## config.mk

```make
export PLATFORM = sky130hd
export DESIGN_NAME = fft_stage_controller
export DESIGN_NICKNAME = d
export VERILOG_FILES = /design/src/rtl/fft_pkg.sv /design/src/rtl/clk_delay.sv /design/src/rtl/fft_addr_gen.sv /design/src/rtl/fft_stage_controller.sv
export SDC_FILE = /design/constraint.sdc
export NUM_CORES = 1
export LEC_CHECK = 0
export ABC_CLOCK_PERIOD_IN_PS = 5300
export BUFFER_PORTS_ARGS = -buffer_cell sky130_fd_sc_hd__buf_2
export CORE_UTILIZATION = 48
export DETAILED_ROUTE_END_ITERATION = 10
export GPL_ROUTABILITY_DRIVEN = 0
export PLACE_DENSITY = 0.67
export SLEW_MARGIN = 20
export SYNTH_ARGS = -nofsm -noshare
export SYNTH_HDL_FRONTEND = slang
export SYNTH_SLANG_ARGS = --single-unit
```

## constraint.sdc

```tcl
create_clock -name clk -period 5.3 [get_ports clk]
set_input_delay 0 -clock clk [delete_from_list [all_inputs] [get_ports clk]]
set_output_delay 0 -clock clk [all_outputs]
set_load 0.005 [all_outputs]
```

## src/rtl/fft_pkg.sv

```systemverilog
// fft_pkg: shared FSM state type and default geometry/latency constants for the FFT controller
package fft_pkg;
   typedef enum logic [1:0] {IDLE, ISSUE, DRAIN, DONE} state_t;
   localparam int LOG2N_DEF = 4;
   localparam int MEM_LATENCY_DEF = 1;
   localparam int BFU_LATENCY_DEF = 2;
   function automatic int pipe_of(input int mem_latency, input int bfu_latency);
      return mem_latency + bfu_latency;
   endfunction
   localparam int PIPE_DEF = pipe_of(MEM_LATENCY_DEF, BFU_LATENCY_DEF);
endpackage

```

## src/rtl/clk_delay.sv

```systemverilog
// clk_delay: DEPTH-cycle register delay line with asynchronous flush
module clk_delay #(
   parameter int WIDTH = 1,
   parameter int DEPTH = 1
) (
   input  logic             clk,
   input  logic             clear,
   input  logic [WIDTH-1:0] d,
   output logic [WIDTH-1:0] q
);
   logic [WIDTH-1:0] line [DEPTH];
   // shift register; clear empties every stage so nothing in flight emerges
   always_ff @(posedge clk or posedge clear) begin
      if (clear) begin
         for (int i = 0; i < DEPTH; i++) line[i] <= '0;
      end else begin
         line[0] <= d;
         for (int i = 1; i < DEPTH; i++) line[i] <= line[i-1];
      end
   end
   assign q = line[DEPTH-1];
endmodule

```

## src/rtl/fft_addr_gen.sv

```systemverilog
// fft_addr_gen: maps (stage, butterfly index) to DIT read addresses and twiddle ROM address
module fft_addr_gen #(
   parameter int LOG2N = 4
) (
   input  logic [LOG2N-1:0] s,
   input  logic [LOG2N-2:0] k,
   output logic [LOG2N-1:0] rd_addr_a,
   output logic [LOG2N-1:0] rd_addr_b,
   output logic [LOG2N-2:0] tw_addr
);
   logic [LOG2N-2:0] pos;
   // pos = k mod 2^s; a = grp*2*span + pos collapses to 2k - pos
   always_comb begin
      pos = k & ~({(LOG2N-1){1'b1}} << s);
      rd_addr_a = {k, 1'b0} - {1'b0, pos};
      rd_addr_b = rd_addr_a + (LOG2N'(1) << s);
      tw_addr = pos << (LOG2N'(LOG2N-1) - s);
   end
endmodule

```

## src/rtl/fft_stage_controller.sv

```systemverilog
// fft_stage_controller: sequences radix-2 butterflies over all stages with latency-matched write-back
module fft_stage_controller
   import fft_pkg::*;
#(
   parameter int LOG2N = LOG2N_DEF,
   parameter int MEM_LATENCY = MEM_LATENCY_DEF,
   parameter int BFU_LATENCY = BFU_LATENCY_DEF
) (
   input  logic             clk,
   input  logic             clear,
   input  logic             start,
   output logic             busy,
   output logic             done,
   output logic [LOG2N-1:0] stage,
   output logic             rd_en,
   output logic [LOG2N-1:0] rd_addr_a,
   output logic [LOG2N-1:0] rd_addr_b,
   output logic [LOG2N-2:0] tw_addr,
   output logic             wr_en,
   output logic [LOG2N-1:0] wr_addr_a,
   output logic [LOG2N-1:0] wr_addr_b
);
   localparam int PIPE = pipe_of(MEM_LATENCY, BFU_LATENCY);
   localparam int HALF = 1 << (LOG2N-1);
   localparam int CW = $clog2(PIPE) + 1;
   state_t state;
   logic [LOG2N-1:0] k;
   logic [CW-1:0] cnt;
   logic [LOG2N-1:0] gen_s, gen_a, gen_b;
   logic [LOG2N-2:0] gen_k, gen_tw;
   // address generator looks at the butterfly to be presented next cycle
   always_comb begin
      gen_s = (state == DRAIN) ? stage + LOG2N'(1) : (state == ISSUE) ? stage : '0;
      gen_k = (state == ISSUE) ? k[LOG2N-2:0] : '0;
   end
   fft_addr_gen #(.LOG2N(LOG2N)) u_addr (
      .s(gen_s),
      .k(gen_k),
      .rd_addr_a(gen_a),
      .rd_addr_b(gen_b),
      .tw_addr(gen_tw)
   );
   clk_delay #(.WIDTH(1 + 2*LOG2N), .DEPTH(PIPE)) u_wr (
      .clk(clk),
      .clear(clear),
      .d({rd_en, rd_addr_a, rd_addr_b}),
      .q({wr_en, wr_addr_a, wr_addr_b})
   );
   // FSM with registered outputs; k holds the index of the next butterfly to issue
   always_ff @(posedge clk or posedge clear) begin
      if (clear) begin
         state <= IDLE;
         k <= '0;
         cnt <= '0;
         busy <= 1'b0;
         done <= 1'b0;
         stage <= '0;
         rd_en <= 1'b0;
         rd_addr_a <= '0;
         rd_addr_b <= '0;
         tw_addr <= '0;
      end else begin
         case (state)
            IDLE: if (start) begin
               state <= ISSUE;
               busy <= 1'b1;
               stage <= '0;
               rd_en <= 1'b1;
               {rd_addr_a, rd_addr_b, tw_addr} <= {gen_a, gen_b, gen_tw};
               k <= LOG2N'(1);
            end
            ISSUE: if (k == LOG2N'(HALF)) begin
               state <= DRAIN;
               rd_en <= 1'b0;
               cnt <= '0;
            end else begin
               {rd_addr_a, rd_addr_b, tw_addr} <= {gen_a, gen_b, gen_tw};
               k <= k + LOG2N'(1);
            end
            DRAIN: if (cnt != CW'(PIPE-1)) begin
               cnt <= cnt + CW'(1);
            end else if (stage == LOG2N'(LOG2N-1)) begin
               state <= DONE;
               done <= 1'b1;
            end else begin
               state <= ISSUE;
               stage <= stage + LOG2N'(1);
               rd_en <= 1'b1;
               {rd_addr_a, rd_addr_b, tw_addr} <= {gen_a, gen_b, gen_tw};
               k <= LOG2N'(1);
            end
            default: begin
               state <= IDLE;
               done <= 1'b0;
               busy <= 1'b0;
            end
         endcase
      end
   end
endmodule

```

Yosys cells after proc, flatten, opt, wreduce, memory -nomap -nowiden:

Cells that the tools add are included.
Widths: inputs -> output; s select.

* output and inout bits: 27
* bits in registers: 54
* input bits: 3
* word-level logic and storage cells: 95

* reduce and logical (&&, ||, !) cells: 13
* equal/unequal tests: 12
* bitwise logic cells: 4
* shift-type cells: 3
* muxes and demuxes: 44
* $add $sub $neg: 6

Operator list (number)
* $mux 4: 17
* $pmux 4 s3: 3
* $mux 3: 7
* $reduce_and 5->1: 2
* $pmux 3 s3: 1
* $reduce_and 3->1: 3
* $add 4x1->4 const B: 2
* $mux 2: 4
* $ne 2x2->1 const B: 4
* $pmux 4 s2: 1
* $mux 1: 6
* $ne 2x1->1 const B: 3
* $pmux 2 s3: 1
* $pmux 3 s2: 1
* $add 4x4->4: 1
* $eq 4x2->1 const B: 1
* $eq 4x4->1 const B: 1
* $pmux 1 s2: 2
* $reduce_and 4->1: 1
* $reduce_bool 2->1: 2
* $reduce_or 2->1: 2
* $shl 1x4->4 const A: 1
* $shl 3x4->3: 1
* $shl 3x4->3 const A: 1
* 13 further kinds: 14

Longest topological paths before layout:

Gate-level depths: netlist of the first run.

* word-level depth: 11
* depth in mapped cells: 16
* depth with buffers taken out: 14

Hierarchy:

Synthesis of the first run repeated with hierarchy kept, for this count alone.

* cells, all modules: 219
* area, all modules: 2638.8 sq um

By module, submodules not included
* fft_stage_controller: area each 1555.2 sq um, seq. area each 675.6 sq um, instances 1, cells an instance 140
* clk_delay: area each 747.0 sq um, seq. area each 675.6 sq um, instances 1, cells an instance 37
* fft_addr_gen: area each 336.6 sq um, seq. area each 0.0 sq um, instances 1, cells an instance 42

Least setup slack after synthesis of the first run:

OpenSTA, ideal clock, no wires.

* kind: flip-flop to flip-flop
* start: reg state[0]
* end: reg rd_addr_b[3]
* setup slack: 2.192 ns
* path buffers: 2
* setup time: 0.126 ns
* stages on the path, launching flop included: 16
* period minus slack after synthesis: 3.108 ns
* required time: 5.174 ns
* arrival: 2.982 ns
* path through: dfrtp_1 > inv_1 > ha_1 > buf_6 > o2111ai_1 > and2_0 > buf_2 > o31ai_1 > inv_1 > fa_1 > xnor2_1 > ha_1 > a21oi_1 > xnor2_1 > xnor2_1 > o21ai_0

* longest elaborated chain between the ends: 11
* elaborated cells on any way between the ends: 23
* classes of those cells: 2 x add/sub; 6 x eq/ne; 2 x shift; 8 x mux; 2 x bitwise; 3 x reduce/logical

Ends and longest elaborated chain
* start: declaration: RTL line fft_stage_controller.sv:26 `state_t state;`
* start signal: assignment: RTL line fft_stage_controller.sv:52 `state <= IDLE;`
* start signal: assignment: RTL line fft_stage_controller.sv:65 `state <= ISSUE;`
* start signal: assignment: RTL line fft_stage_controller.sv:73 `state <= DRAIN;`
* $eq 2x1->1: RTL line fft_stage_controller.sv:33, fft_stage_controller.sv:34
* $mux 4 (2 in series): RTL line fft_stage_controller.sv:33 `gen_s = (state == DRAIN) ? stage + LOG2N'(1) : (state == ISSUE) ? stage : '0;`
* $shl 3x4->3: RTL line fft_addr_gen.sv:14 `pos = k & ~({(LOG2N-1){1'b1}} << s);`
* $not 3->3: RTL line fft_addr_gen.sv:14
* $and 3x3->3: RTL line fft_addr_gen.sv:14
* $sub 4x3->4 *: RTL line fft_addr_gen.sv:15 `rd_addr_a = {k, 1'b0} - {1'b0, pos};`
* via gen_a[2]: RTL line fft_stage_controller.sv:29 `logic [LOG2N-1:0] gen_s, gen_a, gen_b;`
* $add 4x4->4 *: RTL line fft_addr_gen.sv:16 `rd_addr_b = rd_addr_a + (LOG2N'(1) << s);`
* $mux 4: RTL line fft_stage_controller.sv:82 `end else if (stage == LOG2N'(LOG2N-1)) begin`
* $mux 4: RTL line fft_stage_controller.sv:80 `DRAIN: if (cnt != CW'(PIPE-1)) begin`
* $pmux 4 s3 *: RTL line fft_stage_controller.sv:63 `case (state)`
* end signal: assignment: RTL line fft_stage_controller.sv:69 `{rd_addr_a, rd_addr_b, tw_addr} <= {gen_a, gen_b, gen_tw};`
* end signal: assignment: RTL line fft_stage_controller.sv:77 `{rd_addr_a, rd_addr_b, tw_addr} <= {gen_a, gen_b, gen_tw};`
* end signal: assignment: RTL line fft_stage_controller.sv:89 `{rd_addr_a, rd_addr_b, tw_addr} <= {gen_a, gen_b, gen_tw};`
* end: declaration: RTL line fft_stage_controller.sv:17 `output logic [LOG2N-1:0] rd_addr_b,`

The timed path passes the listed nets; every way through them passes the cells marked *. The select of a mux whose other input is x is not followed.
A chain may end at the register's enable or synchronous reset.

Worst setup path in the final report of the first run:

Ends and elaborated chain as after synthesis.

==> key figures, run 1 <==
Outcome
  • Status: complete, no violations

Logic synthesis
  • Synth warn: 0
  • Synth async-reset ratio: 100%
  • Gate Count Post-Synth: approximately 250
  • Primary FF master, synth: dfrtp_1
  • Avg Cell Area, Syn: 10.6 um^2
  • Post-synth EDFFs: 0
  • Seq cells post-synth: 54
  • Mapped Area: 2640 um^2
  • Register area share after synthesis: about half
  • Yosys cell types: 50
  • Syn Nets: ~270

Clocking
  • Clock root buffer: clkbuf_8
  • Post-CTS Resized: 0
  • Sink Count: 54
  • Clk slew on worst S/H paths: 0.11 ns
  • H-tree Lvls: 2
  • Worst-Skew Late Latency: 0.31 ns
  • Hold_buf cts: 1
  • # Post-CTS Setup Buffers: 0
  • TritonCTS clock tree: built
  • CTS Buffer Depth: 2
  • Inserted Clock Buffers: 5

Die
  • Core area: 5200 um^2
  • Die width: around 76 um
  • FP Rows: 26
  • Initial Util: 50.8%
  • Die H: 76.2 um
  • Die area: just under 6000 um^2
  • Ports: 30

Drt
  • First-pass DRT Iterations: 4
  • Via Count: about 1800
  • Post-route ant nets: 0
  • Residual DRC count: 0
  • Number of DRC markers in iteration 0: 76
  • Routed WL: 4600 um
  • WL per Instance: around 14 um
  • DR vias/cell: approximately 5.3

Setup path
  • CP endpoint kind: register
  • Arr. time, crit path: about 4.3 ns
  • Max stage delay on crit path: 0.73 ns
  • CP Data Required Time: around 5.5 ns
  • CP cell instances: inv_1 > ha_1 > o2111ai_1 > and2_0 > o31ai_1 > inv_1 > fa_1 > xnor2_1 > ha_1 > a21oi_1 > xnor2_1 > xnor2_1 > o21ai_0
  • Top cell by count, worst path: xnor2_1
  • Top delay family on crit path: adder cells
  • Worst-path fanout max: 28
  • Buffers & Inverters on Critical Path: 2
  • CP Launch Type: register
  • WS Path Type: register to register
  • Crit-path slowest cell: ha_1

Placement
  • Dpl hpwl: between 3000 and 4000 um
  • Placed cells: between 300 and 400
  • Pre-CTS setup slack: roughly 1.2 ns
  • Buffers on Ports: 29

Final layout
  • Final Core Density: 55.1%
  • N_diodes: 0
  • Share of cells above drive strength 1: roughly 18%
  • Layout Cells excl Fill: 338
  • Layout area overhead: 8.42%
  • Fillers: between 400 and 500
  • Layout net count: between 200 and 300

Flow run
  • Max cap viols: 0

Global route
  • Gr ovfl total: 0
  • First-pass GRT wire length: 8070 um
  • Vias in the first global route: roughly 1700
  • Largest net degree at the start of global routing: 55
  • Initial antenna violation count: 0
  • All-Layer GR Usage: 17.3%

Timing
  • Final Slew Violations: 0
  • Worst-margin pin slew: between 0.8 and 0.9 ns
  • Fmax: between 200 and 250 MHz
  • RSZ-0062 raised after global routing: no
  • Tcrit/Tclk final: 77.8%
  • Hold_ws: roughly 0.067 ns
  • PnR worst setup slack: 1.18 ns
  • Post-route minimum period: a little over 4 ns
  • Fin Clk Skew: ~0.011 ns
  • Max-slew headroom: 44.3%
  • Final setup TNS: 0 ns
  • Hold Vio Cnt, Final: 0
  • Setup violations, final: 0

Pwr
  • Worst VDD drop: between 0.0004 and 0.0005 V
  • Pwr dens: 541 nW/um^2
  • P_leak: 1.43 nW

Worst hold path
  • Hold WC Path Type: input pin to register
[power breakdown]
group | switching (mW) | internal [mW] | leakage, nW | total [mW]
Sequential | 0.0844 | 0.548 | 0.680 | 0.632
Combinational | 0.388 | 0.290 | 0.697 | 0.678
Clock | 0.141 | 0.0981 | 0.0502 | 0.239
Total | 0.613 | 0.936 | 1.43 | 1.55
[state kept, by name, indices dropped and copies added, names as in the netlist]
signal and cells:
busy 1, cnt 3, done 1, k 4
rd_addr_a 4, rd_addr_b 4, rd_en 1, stage 4
state 2, tw_addr 3, u_wr.line 18, u_wr.q 9
[routing by layer]
layer	vias up	share of wire [%]	GRT usage, %	routed length, um
met5	-	0	0	0
met1	858	50	25.1	2310
met3	4	2.9	3.47	132
met2	28	46	26.2	2110
met4	0	0.89	5.19	41
li1	885	-	-	-
[per-stage QoR]
stage	cell area, um^2	total power [mW]
finish	2870	1.55
global route	2870	1.69
CTS	2870	1.57
detailed placement	2760	1.33
global placement	2760	1.30
floorplan	2640	1.20
[worst register-to-register path, cell delays in order, from the launching register on]
cell and delay [ns]:
dfrtp_1 0.42, inv_1 0.14, ha_1 0.73, o2111ai_1 0.33, and2_0 0.41, o31ai_1 0.41, inv_1 0.10, fa_1 0.39
xnor2_1 0.25, ha_1 0.29, a21oi_1 0.18, xnor2_1 0.15, xnor2_1 0.13, o21ai_0 0.09
[cell usage after synthesis, types with 4 or more instances]
library cell	n	area share, %
nand2_1	28	4.0
o21ai_0	19	3.6
a21oi_1	12	2.3
clkbuf_1	6	0.85
dfrtp_1	54	51
nor3_1	5	0.95
buf_2	4	0.76
buf_4	8	2.3
mux2_2	4	1.7
nor2_1	14	2.0
ha_1	13	6.2
xnor2_1	4	1.3
nand3_1	5	0.95
inv_1	13	1.8
mux2i_1	4	1.5
[cells by family after synthesis]
| logic type | count (synthesis) | share of synthesized area, % |
|---|---|---|
| XOR/XNOR | 5 | 1.66 |
| AO/OA/AOI/OAI | 59 | 15.7 |
| multiplexers | 8 | 3.22 |
| flip-flops | 54 | 51.1 |
| buffers and inverters | 33 | 6.58 |
| adder cells (fa/ha/maj) | 15 | 7.67 |
| other | 1 | 0.142 |
| AND/OR/NAND/NOR | 74 | 13.9 |
[placed cells by master (no fill, tap or decap), types with 5 or more instances in the layout]
master / instances
nand3_1: 5
nor3_1: 5
clkbuf_8: 5
o21ai_0: 19
ha_1: 13
dfrtp_1: 54
buf_2: 29
nand2_1: 28
nor2_1: 14
a21oi_1: 12
inv_1: 12
[final timing paths]
check	end	cells after the start	slack, ns	from
max	rd_addr_b[3]	13	1.18	state[0]
min	busy	4	0.07	start
max reg2reg	rd_addr_b[3]	13	1.18	state[0]
min reg2reg	u_wr.q[7]	0	0.35	u_wr.line[16]
max in group asynchronous	stage[1]	4	4.47	clear
min in group asynchronous	cnt[0]	4	0.39	clear
[layout make-up]
class | instances | area (um^2) | share of cell area (%)
Multi-Input combinational cell | 162 | 1120 | 39.0
Inverter | 13 | 48.8 | 1.70
Timing Repair Buffer | 31 | 163 | 5.67
Clock buffer | 5 | 68.8 | 2.40
Tap cell | 70 | 87.6 | 3.06
Sequential cell | 54 | 1350 | 47.1
Clock inverter | 3 | 28.8 | 1.00
(Power assumes the default switching activity.)
==> run 2: changes to the inputs <==
- ABC_CLOCK_PERIOD_IN_PS: 5300 -> 3400
- PLACE_DENSITY: 0.67 -> 0.69
- clock period: 5.3 -> 3.4 ns (I/O delays scaled with it)
==> key figures, run 2 (synthesis results as in run 1) <==
Setup path
  • R2R cell count: 13 (unchanged)
  • Max stage delay on crit path: 0.41 ns (-0.32 ns)
  • CP endpoint kind: register
  • Worst-path fanout max: 13 (-54%)
  • Register-to-register setup slack: 0.20 ns (-0.97 ns)
  • Crit-path slowest cell: dfrtp_1
  • CP cell instances: inv_1 > ha_2 > buf_4 > and3b_1 > o31ai_2 > inv_1 > fa_1 > xnor2_2 > ha_1 > a21oi_1 > xnor2_1 > xnor2_1 > o21ai_0
  • CP Launch Type: register
  • Top delay family on crit path: adder cells
  • Reg-to-reg startpoint: state[0]
  • Arr. time, crit path: 3.39 ns (-0.93 ns)
  • CP Data Required Time: 3.59 ns (-1.91 ns)
  • WS Path Type: register to register
  • Buffers & Inverters on Critical Path: 3 (+1)
  • Reg2reg end: rd_addr_b[3]

Final layout
  • N_diodes: 0 (unchanged)
  • Most frequent cells in the layout: dfrtp_1, buf_2, nand2_1, o21ai_0, nor2_1
  • Layout Cells excl Fill: 347 (+2.7%)
  • Fillers: 475 (-1.5%)
  • Final Cell Area: 2950 um^2 (+3.0%)
  • Register area: 1350 um^2 (unchanged)
  • Layout net count: 294 (+3.2%)
  • Layout area overhead: 11.7%
  • Multi-input gate area: 1140 um^2 (+1.7%)
  • Max FFs per register: 18 (unchanged)
  • Biggest register: u_wr.line
  • Share of cells above drive strength 1: 22.4% (+4.1 points)
  • Most common cell after layout, fill and taps aside: dfrtp_1

Die
  • Die H: 76.2 um (unchanged)
  • Die width: 76.2 um (unchanged)
  • Initial Util: 50.8% (unchanged)
  • Die area: 5810 um^2 (unchanged)
  • Ports: 30 (unchanged)
  • FP Rows: 26 (unchanged)
  • Core area: 5200 um^2 (unchanged)

Pwr
  • Pwr dens: 836 nW/um^2 (+55%)
  • P_leak: 1.48 nW (+3.4%)
  • Worst VDD drop: 0.000346 V (-18%)

Timing
  • Hold_ws: 0.0543 ns (-0.0123 ns)
  • Setup violations, final: 0 (unchanged)
  • Tcrit/Tclk final: 94.0% (+16 points)
  • Max-slew headroom: 57.0% (+13 points)
  • Fin Clk Skew: 0.00729 ns (-0.00388 ns)
  • Worst-margin pin slew: 0.644 ns (-0.191 ns)
  • Post-route minimum period: 3.20 ns (-0.927 ns)
  • Final Slew Violations: 0 (unchanged)
  • Fmax: 313 MHz (+29%)
  • PnR worst setup slack: 0.203 ns (-0.973 ns)
  • Hold Vio Cnt, Final: 0 (unchanged)

Worst hold path
  • Hold WC Path Type: input pin to register
  • Hold depth: 4 (unchanged)
  • Hold Path Origin: start
  • Hold endpoint: busy

Drt
  • WL per Instance: 13.5 um (-0.84%)
  • Routed WL: 4680 um (+1.8%)
  • Length of routed wiring on met1: 2290 um (-1.0%)
  • Post-route ant nets: 0 (unchanged)
  • DR vias/cell: 5.19 (-1.1%)
  • Via Count: 1802 (+1.5%)
  • Max layer used: met4
  • Met3 WL: 129 um (-2.3%)
  • Metal2 WL: 2190 um (+3.5%)
  • Number of DRC markers in iteration 0: 135 (+78%)
  • Residual DRC count: 0 (unchanged)
  • First-pass DRT Iterations: 4 (unchanged)

Placement
  • Placed cells: 338 (+2.7%)
  • Dpl hpwl: 3370 um (+2.5%)
  • Buffers on Ports: 29 (unchanged)
  • Pre-CTS setup slack: 0.0985 ns (-1.12 ns)
  • Placed inst area: 2830 um^2 (+2.4%)

Outcome
  • Status: complete, no violations

Clocking
  • Clock root buffer: clkbuf_8
  • CTS Buffer Depth: 2 (unchanged)
  • Sink Count: 54 (unchanged)
  • # Post-CTS Setup Buffers: 0 (unchanged)
  • H-tree Lvls: 2 (unchanged)
  • Clk slew on worst S/H paths: 0.10 ns (about the same)
  • Inserted Clock Buffers: 5 (unchanged)
  • TritonCTS clock tree: built
  • Worst-Skew Late Latency: 0.31 ns (about the same)

Global route
  • All-Layer GR Usage: 17.7% (+0.40 points)
  • Gr ovfl total: 0 (unchanged)
  • First-pass GRT wire length: 8160 um (+1.1%)
  • Vias in the first global route: 1674 (+1.1%)
  • Initial antenna violation count: 0 (unchanged)
  • Largest net degree at the start of global routing: 55 (unchanged)

Flow run
  • Max cap viols: 0 (unchanged)
-- run 2: cell count changes in the layout (fill, tap and decap cells not counted) --
| cell | before | now |
|---|---|---|
| buf_4 | 1 | 10 |
| a21oi_1 | 12 | 11 |
| a21oi_2 | 0 | 1 |
| clkinv_4 | 2 | 1 |
| ha_1 | 13 | 12 |
| ha_2 | 0 | 1 |
| inv_6 | 0 | 1 |
| o31ai_1 | 3 | 2 |
| o31ai_2 | 0 | 1 |
| xnor2_1 | 4 | 3 |
| xnor2_2 | 0 | 1 |
-- run 2: timing repair --
item                                    4_1_cts  5_1_grt
hold endpoints to repair                     54        0
endpoints found under the setup margin        0        2
gates resized for setup                       0        4
hold buffers                                  1        0
-- run 2: area by class of cell --
| cell class | count | share of cell area [%] |
|---|---|---|
| repair buffers | 40 | 7.80 |
| inverters | 13 | 1.65 |
| flip-flops and latches | 54 | 45.8 |
| clock buffers | 5 | 2.33 |
| clock inverters | 3 | 0.975 |
| well taps | 70 | 2.97 |
| multi-input cells | 162 | 38.5 |
-- run 2: power breakdown --
group	total, mW	switching (mW)	leakage [nW]	internal [mW]
Clock	0.374	0.220	0.0506	0.154
Combinational	1.12	0.636	0.745	0.487
Sequential	0.970	0.116	0.680	0.854
Total	2.47	0.973	1.48	1.50
-- run 2: routing by layer --
layer | vias up | GRT usage [%]
met3 | 6 | 3.71
li1 | 907 | -
met5 | - | 0
met1 | 858 | 25.4
met4 | 0 | 6.35
met2 | 31 | 26.6
-- run 2: how the worst max path moves through the flow --
stage                         from            to  slack, ns  depth (start not counted)
after detailed placement  state[0]  rd_addr_b[3]        0.1                         13
after global placement    state[0]  rd_addr_b[3]       0.21                         13
after CTS                 state[0]  rd_addr_b[3]       0.03                         13
final                     state[0]  rd_addr_b[3]       0.20                         13
after global routing      state[0]  rd_addr_b[3]     -0.002                         13
after floorplan           state[0]  rd_addr_b[3]       0.29                         15
-- run 2: worst reg2reg max path, delay by kind of cell, from the launching register on --
kind            cells  cell delay (ns)
fa+ha+maj           3             1.01
compound gates      3             0.53
xor+xnor            3             0.46
buf+inv             3             0.42
flops               1             0.41
simple gates        1             0.25
-- run 2: through the flow --
step	util, %	total power, mW	setup TNS, ns
global placement	54.3	2.06	0
detailed placement	54.3	2.10	0
finish	56.7	2.47	0
floorplan	-	1.87	0
CTS	56.4	2.49	0
global route	56.7	2.70	-0.00158
==> run 3: changes to the inputs <==
- RECOVER_POWER: not set -> 50
==> key figures, run 3 (synthesis results as in run 1) <==
Outcome
  • Status: complete, no violations

Clocking
  • H-tree Lvls: 2 (unchanged)
  • Sink Count: 54 (unchanged)
  • # Post-CTS Setup Buffers: 0 (unchanged)
  • TritonCTS clock tree: built
  • CTS Buffer Depth: 2 (unchanged)
  • Clk slew on worst S/H paths: 0.10 ns (about the same)
  • Worst-Skew Late Latency: 0.31 ns (about the same)
  • Inserted Clock Buffers: 5 (unchanged)
  • Clock root buffer: clkbuf_8

Pwr
  • Worst VDD drop: 0.000346 V (about the same)
  • P_sw: 0.974 mW (about the same)
  • Switching share of power: 39.5% (+0.11 points)
  • Clock share of power: 15.2% (about the same)
  • Logic pwr share: 45.4% (about the same)
  • Seq pwr share: 39.4% (about the same)
  • P_leak: 1.46 nW (-1.2%)
  • Pwr dens: 837 nW/um^2 (+0.11%)
  • Pint: 1.49 mW (-0.37%)

Final layout
  • Fillers: 476 (+0.21%)
  • Most frequent cells in the layout: dfrtp_1, nand2_1, buf_2, o21ai_0, nor2_1
  • Multi-input gate area: 1140 um^2 (unchanged)
  • Share of cells above drive strength 1: 20.2% (-2.2 points)
  • Biggest register: u_wr.line
  • Final Core Density: 56.6% (-0.17 points)
  • Layout Cells excl Fill: 347 (unchanged)
  • Layout net count: 294 (unchanged)
  • Max FFs per register: 18 (unchanged)
  • N_diodes: 0 (unchanged)
  • Register area: 1350 um^2 (unchanged)
  • Layout area overhead: 11.4%
  • Most common cell after layout, fill and taps aside: dfrtp_1

Timing
  • Final Slew Violations: 0 (unchanged)
  • Fmax: 313 MHz (about the same)
  • Final setup TNS: 0 ns (unchanged)
  • Worst-margin pin slew: 1.27 ns (+0.625 ns)
  • PnR worst setup slack: 0.203 ns (-0.0000160 ns)
  • Post-route minimum period: 3.20 ns (+0.0000160 ns)
  • Max-slew headroom: 15.4% (-42 points)
  • Tcrit/Tclk final: 94.0% (about the same)
  • Hold_ws: 0.0542 ns (-0.0000235 ns)
  • Hold Vio Cnt, Final: 0 (unchanged)
  • Fin Clk Skew: 0.00729 ns (-0.000000200 ns)
  • Setup violations, final: 0 (unchanged)

Placement
  • Buffers on Ports: 29 (unchanged)
  • Pre-CTS setup slack: 0.0985 ns (unchanged)
  • Dpl hpwl: 3370 um (unchanged)
  • Placed cells: 338 (unchanged)

Drt
  • Post-route ant nets: 0 (unchanged)
  • WL per Instance: 13.5 um (about the same)
  • Residual DRC count: 0 (unchanged)
  • DR vias/cell: 5.19 (about the same)
  • Via Count: 1801 (-0.055%)
  • First-pass DRT Iterations: 4 (unchanged)
  • Number of DRC markers in iteration 0: 139 (+3.0%)
  • Routed WL: 4680 um (about the same)

Die
  • FP Rows: 26 (unchanged)
  • Ports: 30 (unchanged)
  • Core area: 5200 um^2 (unchanged)
  • Die H: 76.2 um (unchanged)
  • Die width: 76.2 um (unchanged)
  • Die area: 5810 um^2 (unchanged)
  • Initial Util: 50.8% (unchanged)

Setup path
  • Register-to-register setup slack: 0.20 ns (about the same)
  • WS Path Type: register to register
  • CP endpoint kind: register
  • CP Data Required Time: 3.59 ns (about the same)
  • Max stage delay on crit path: 0.41 ns (about the same)
  • Worst-path fanout max: 13 (unchanged)
  • Top delay family on crit path: adder cells
  • Crit-path slowest cell: dfrtp_1
  • R2R cell count: 13 (unchanged)
  • Instance count on the critical path: 13 (unchanged)
  • Arr. time, crit path: 3.39 ns (about the same)
  • Reg2reg end: rd_addr_b[3]
  • Beginning of the critical path: state[0]
  • Worst setup path end: rd_addr_b[3]
  • Reg-to-reg startpoint: state[0]
  • Buffers & Inverters on Critical Path: 3 (unchanged)
  • CP Launch Type: register
  • CP cell instances: inv_1 > ha_2 > buf_4 > and3b_1 > o31ai_2 > inv_1 > fa_1 > xnor2_2 > ha_1 > a21oi_1 > xnor2_1 > xnor2_1 > o21ai_0

Worst hold path
  • Hold WC Path Type: input pin to register

Global route
  • Gr ovfl total: 0 (unchanged)
  • Initial antenna violation count: 0 (unchanged)
  • Vias in the first global route: 1674 (unchanged)
  • Largest net degree at the start of global routing: 55 (unchanged)
  • First-pass GRT wire length: 8160 um (unchanged)
  • All-Layer GR Usage: 17.7% (unchanged)

Flow run
  • Max cap viols: 0 (unchanged)
==> run 3: worst min-delay path by stage <==
stage / start / end / slack, ns / cells past startpoint
after floorplan: start / busy / 0.26 / 3
after global placement: clear / u_wr.q[8] / 0.22 / 3
after detailed placement: clear / k[2] / 0.23 / 3
after CTS: start / busy / 0.03 / 4
after global routing: start / busy / 0.08 / 4
final: start / busy / 0.05 / 4
==> run 3: layout make-up <==
cell class	instances	area share, %
Clock buffer	5	2.34
Timing Repair Buffer	40	7.52
Clock inverter	3	0.977
Inverter	13	1.66
Multi-Input combinational cell	162	38.6
Sequential cell	54	45.9
Tap cell	70	2.97
==> run 3: what timing repair did <==
| item | CTS | global route |
|---|---|---|
| endpoints found under the hold margin | 54 | 0 |
| endpoints found under the setup margin | 0 | 2 |
| resized for setup | 0 | 4 |
| hold buffers | 1 | 0 |
==> run 3: tightest hold or removal path, stage by stage <==
cell and delay, ns:
buf_2 0.09, inv_1 0.06, nor2_1 0.08, o22a_1 0.12
==> run 3: per-stage QoR <==
| step | power, mW | area, um^2 |
|---|---|---|
| floorplan | 1.87 | 2640 |
| global placement | 2.06 | 2830 |
| detailed placement | 2.10 | 2830 |
| CTS | 2.49 | 2930 |
| global route | 2.69 | 2940 |
| finish | 2.46 | 2940 |
==> run 3: layer usage <==
metal	part of all wire [%]	global-route usage, %	up-vias	wire length, um
met2	47	26.6	31	2190
met5	0	0	-	0
met4	1.6	6.35	0	77
li1	-	-	907	-
met3	2.8	3.71	6	130
met1	49	25.4	857	2280
==> run 3: power by group through the flow <==
stage / Combinational (mW) / Clock, mW / Sequential, mW
floorplan: 0.914 / 0 / 0.955
global placement: 1.09 / 0 / 0.973
detailed placement: 1.11 / 0 / 0.987
CTS: 1.12 / 0.396 / 0.973
global route: 1.27 / 0.421 / 1.00
finish: 1.12 / 0.374 / 0.971
